### src/rtl/spin_sequencer.sv
// Frame-code sequencer for the seven-segment spinning-disk animation.
// Steps bin through FIRST_CODE..LAST_CODE at a programmable rate, with pause, single-step and wrap pulse.
module spin_sequencer #(
    parameter int unsigned DIV_W      = 24,
    parameter logic [2:0]  FIRST_CODE = 3'd1,
    parameter logic [2:0]  LAST_CODE  = 3'd5,
    parameter logic [2:0]  BLANK_CODE = 3'd0
) (
    input  logic             clk,
    input  logic             reset,
    input  logic             en,
    input  logic             pause,
    input  logic             dir,
    input  logic [DIV_W-1:0] div,
    input  logic             step_req,
    output logic [2:0]       bin,
    output logic             dp,
    output logic             rev_pulse,
    output logic             running
);

    typedef enum logic [1:0] {StIdle, StRun, StHold} state_e;

    state_e           state_q, state_d;
    logic [DIV_W-1:0] presc_q, presc_d;
    logic [2:0]       bin_q, bin_d;
    logic             dp_q, dp_d;
    logic             rev_q, rev_d;
    logic             step_prev_q;

    logic       step_rise;
    logic       advance;
    logic       wrap;
    logic [2:0] next_code;

    assign step_rise = step_req & ~step_prev_q;

    // State register
    always_ff @(posedge clk or posedge reset) begin
        if (reset) begin
            state_q     <= StIdle;
            presc_q     <= '0;
            bin_q       <= BLANK_CODE;
            dp_q        <= 1'b0;
            rev_q       <= 1'b0;
            step_prev_q <= 1'b0;
        end else begin
            state_q     <= state_d;
            presc_q     <= presc_d;
            bin_q       <= bin_d;
            dp_q        <= dp_d;
            rev_q       <= rev_d;
            step_prev_q <= step_req;
        end
    end

    // Next-state logic; en=0 overrides everything
    always_comb begin
        state_d = state_q;
        unique case (state_q)
            StIdle: if (en) state_d = pause ? StHold : StRun;
            StRun: begin
                if (!en)       state_d = StIdle;
                else if (pause) state_d = StHold;
            end
            StHold: begin
                if (!en)        state_d = StIdle;
                else if (!pause) state_d = StRun;
            end
            default: state_d = StIdle;
        endcase
    end

    always_comb begin
        if (dir) begin
            wrap      = (bin_q == FIRST_CODE);
            next_code = wrap ? LAST_CODE : bin_q - 3'd1;
        end else begin
            wrap      = (bin_q == LAST_CODE);
            next_code = wrap ? FIRST_CODE : bin_q + 3'd1;
        end
    end

    // Output / datapath next values
    always_comb begin
        presc_d = presc_q;
        bin_d   = bin_q;
        dp_d    = dp_q;
        rev_d   = 1'b0;
        advance = 1'b0;
        running = (state_q == StRun);
        if (!en) begin
            presc_d = '0;
            bin_d   = BLANK_CODE;
            dp_d    = 1'b0;
        end else begin
            unique case (state_q)
                StIdle: begin
                    presc_d = '0;
                    bin_d   = dir ? LAST_CODE : FIRST_CODE;
                    dp_d    = 1'b0;
                end
                StRun: begin
                    // >= so a div lowered below the current count fires at once
                    if (presc_q >= div) begin
                        advance = 1'b1;
                        presc_d = '0;
                    end else begin
                        presc_d = presc_q + DIV_W'(1);
                    end
                end
                StHold: begin
                    advance = step_rise;
                    if (!pause) presc_d = '0;
                end
                default: begin
                    presc_d = '0;
                    bin_d   = BLANK_CODE;
                    dp_d    = 1'b0;
                end
            endcase
            if (advance) begin
                bin_d = next_code;
                if (wrap) begin
                    rev_d = 1'b1;
                    dp_d  = ~dp_q;
                end
            end
        end
    end

    assign bin       = bin_q;
    assign dp        = dp_q;
    assign rev_pulse = rev_q;

endmodule

### config.mk
export PLATFORM = sky130hd
export DESIGN_NAME = spin_sequencer
export DESIGN_NICKNAME = d
export VERILOG_FILES = /design/src/rtl/spin_sequencer.sv
export SDC_FILE = /design/constraint.sdc
export NUM_CORES = 1
export LEC_CHECK = 0
export CAP_MARGIN = 10
export CORE_UTILIZATION = 60
export CTS_BUF_LIST = sky130_fd_sc_hd__clkbuf_2
export DETAILED_ROUTE_END_ITERATION = 12
export DONT_BUFFER_PORTS = 1
export PLACE_DENSITY = 0.76
export SETUP_SLACK_MARGIN = 0.4
export SYNTH_ARGS = -nofsm -noshare
export SYNTH_HDL_FRONTEND = slang
export SYNTH_SLANG_ARGS = --single-unit
### constraint.sdc
create_clock -name clk -period 2.7 [get_ports clk]
set_input_delay 0.675 -clock clk [delete_from_list [all_inputs] [get_ports clk]]
set_output_delay 0.675 -clock clk [all_outputs]
set_load 0.03 [all_outputs]
==> results.md <==
- YS warnings: 0
- Simple-Gate Fraction of Synth Area: 0.223
- Vias in the first global route: 1,965
- Worst-case reg-to-reg path depth: 7
- Total gr overflow: 0
- CTS HTree Levels: 2
- First DRT Iteration DRCs: 89
- Fin crit period: 2.27 ns
- Starting Density: 0.643
- Layout Utilization: 0.724
- Die area: 4270 µm²
- Largest net degree at the start of global routing: 33
- Complex-gate fraction of the synthesized area: 0.129
- Net Sw Frac: 0.392
- Worst path cell trace: ha_4 > nand4_4 > nor4_4 > nand2_2 > o211a_4 > or4_1 > a21oi_1
- Cell family with most CP delay: simple AND/OR/NAND/NOR gates
- Number of core rows: 22
- Area contributors post-synth: dfrtp_1, ha_1, nand2_1, xor2_1, inv_1
- Int Pwr: 0.743 mW
- CTS tree: built
- Pwr per Cell Area: 451 nW/µm²
- Reg power frac: 0.463
- Final worst path period share: 0.841
- Post-Synth XOR/XNOR Area: 0.0655
- Post-route setup slack: 0.430 ns
- Synth unique cells: 38
- DRC: 0
- First-pass GRT wire length: 8450 µm
- CP endpoint kind: register
- Setup Viol. Count Final: 0
- Least-Margin Pin Slew: 0.458 ns
- Final setup TNS: 0 ns
- CTS Buf Count: 5
- Nets: 362
- Top cell type's share of synthesized area: 0.333
- Clock Path Buffers: 2
- Max_cap viols: 0
- CTS sink cnt: 32
- Capturing point of the worst reg2reg path: dp
- RSZ-0062 raised after global routing: true
- Crit Path Class: reg -> reg
- Register bit total from synthesis: 32
- Comb pwr share: 0.344
- Synth area leader: dfrtp_1
- Internal reg-to-reg setup slack: 0.43 ns
- F_max: 0.441 GHz
- Port Buf Inserts: 0
- Avg Cell Area, Syn: 8.44 µm²
- Layout area overhead: 12.6%
- WP data arrival: 2.60 ns
- Status: completed
- Crit path buffers/inverters: 0
- Area of the multi-input gates: 1570 µm²
- Vias/cell: 5.79
- Sequential Area: 803 µm²
- Reg2reg start: presc_q[21]
- Total leakage power: 1.25 nW
- WL/cell: 13.9 µm
- Critical Path RT: 3.03 ns
- Skew final: 0.0107 ns
- Hpwl dp: 3610 µm
- Max-slew headroom: 0.691
- Final Wtd Congestion: 0.851
- Net Switching: 0.479 mW
- Final Max Slew Viols: 0
- Place WS: 0.199 ns
- Slowest CP cell: dfrtp_1
- Sequential share of the synthesized area: 0.333
- Hold Violations, Final: 0
- Peak VDD IR: 501 µV
- Area of the core: 3740 µm²
- I/O pin total: 36
- Critical path peak fanout: 5
- Via count: 2,016
- Synth Area in Adders: 0.172
- Worst-Skew Late Latency: 0.39 ns
- Hold Path Class: in -> async
- WL final: 4840 µm
- Filler cells: 303
- Largest family of logic cells by synthesized area: simple AND/OR/NAND/NOR gates
- Reg clk slew, reported paths: 0.16 ns
- Hold buffers post-CTS: 0
- Clock network power share: 0.193
- Mapped Cells: 285
- Clk root buf: clkbuf_2
- Post-route ant nets: 0
- Setup crit start kind: register
- Gr usage total: 0.259
- Initial antenna violation count: 0
- Synth Cell Area: 2410 µm²
- Die Width: 65.3 µm
- Drt first pass iters: 4
- Multiplexer area fraction after synthesis: 0.0166
- Diode count: 0
- Syn_nets: 348
- Die height: 65.3 µm
- Layout cells sized above 1: 0.150
- CP max stage delay: 0.47 ns
-- timing repair --
item	4_1_cts	5_1_grt
pin swaps	1	3
resized for setup	0	10
buffers inserted	1	5
endpoints found under the setup margin	1	28
-- through the flow --
step / total power [mW] / std cells / area [µm²] / hold WS (ns)
2_1_floorplan: 0.892 / 285 / 2470 / 0.495
3_3_place_gp: 0.979 / 334 / 2560 / 0.534
3_5_place_dp: 0.988 / 334 / 2560 / 0.548
4_1_cts: 1.22 / 343 / 2610 / 0.227
5_1_grt: 1.30 / 348 / 2710 / 0.254
6_report: 1.22 / 348 / 2710 / 0.229
-- cell usage in the layout, fill, tap and decap left out, types with 3 or more instances in the layout --
master | Yosys | routed
xnor2_1 | 3 | 3
dfrtp_1 | 32 | 30
a31oi_1 | 3 | 3
mux2i_1 | 4 | 4
buf_4 | 0 | 11
ha_1 | 33 | 27
a211oi_1 | 3 | 3
nor3_1 | 9 | 9
nand3_1 | 11 | 11
nor2_1 | 26 | 26
ha_4 | 0 | 6
nand4_1 | 8 | 8
nand2_1 | 36 | 36
clkbuf_2 | 0 | 7
inv_1 | 34 | 30
o21ai_0 | 17 | 16
a21oi_1 | 16 | 15
and3_1 | 4 | 3
xor2_1 | 15 | 15
-- worst register-to-register path: cells and delay by family, from the launching register on --
| family | cells | cell delay, ns |
|---|---|---|
| AO/OA/AOI/OAI | 2 | 0.42 |
| adder cells (fa/ha/maj) | 1 | 0.31 |
| flip-flops | 1 | 0.47 |
| AND/OR/NAND/NOR | 4 | 1.00 |
-- synthesized netlist by cell type, drive strengths merged --
master / instances
nand4: 9
nor2b: 2
and3b: 1
a311oi: 1
xor2: 15
buf: 2
o21ai: 17
dfrtp: 32
nand2: 37
nor4: 3
and3: 4
ha: 33
a21o: 1
or2: 2
a31oi: 3
a211oi: 3
a21oi: 17
o211ai: 1
nand3: 11
o31ai: 1
clkbuf: 3
o21a: 1
mux2i: 4
a41oi: 1
and4: 1
a221oi: 2
or4: 1
nor2: 26
o22ai: 2
inv: 34
nor3: 9
nand2b: 2
o211a: 1
xnor2: 3
-- routing by layer --
layer / track usage / up-vias / share of wire / wire [µm]
li1: - / 1014 / - / -
met1: 0.328 / 948 / 0.45 / 2190
met2: 0.427 / 44 / 0.49 / 2350
met4: 0.114 / 0 / 0.020 / 97
met3: 0.0503 / 10 / 0.041 / 200
met5: 0 / - / 0 / 0
-- cells by family (layout without fill, tap and decap cells) --
family | count (synthesis) | after routing
compound gates | 51 | 51
xor+xnor | 18 | 18
fa+ha+maj | 33 | 33
buf+inv | 39 | 54
flops | 32 | 32
mux | 4 | 4
simple gates | 108 | 108
-- sequential cells by signal, summed over array words and instances, names as in the netlist --
register,flops
presc_q,24
dp,1
step_prev_q,1
rev_pulse,1
bin,3
state_q,2
-- power by group through the flow --
| stage | Sequential, mW | Combinational, mW | Clock, mW |
|---|---|---|---|
| detailed placement | 0.576 | 0.412 | 0 |
| floorplan | 0.566 | 0.326 | 0 |
| global route | 0.572 | 0.479 | 0.254 |
| finish | 0.565 | 0.421 | 0.236 |
| global placement | 0.575 | 0.404 | 0 |
| CTS | 0.566 | 0.414 | 0.240 |
-- worst max-delay path by stage --
stage / from / end / cells past startpoint
floorplan: div[19] / dp / 8
global placement: div[19] / dp / 8
detailed placement: div[19] / dp / 8
CTS: presc_q[21] / dp / 7
global route: presc_q[21] / presc_q[0] / 8
finish: presc_q[21] / dp / 7
-- cell type report --
class	instances	area share
clock buffer	7	0.0129
clock inverter	1	0.00139
inverter	34	0.0508
multi-input combinational	214	0.578
sequential	32	0.297
tap	48	0.0222
timing repair buffer	12	0.0379
Note: power is estimated with default switching activity, not from simulation.
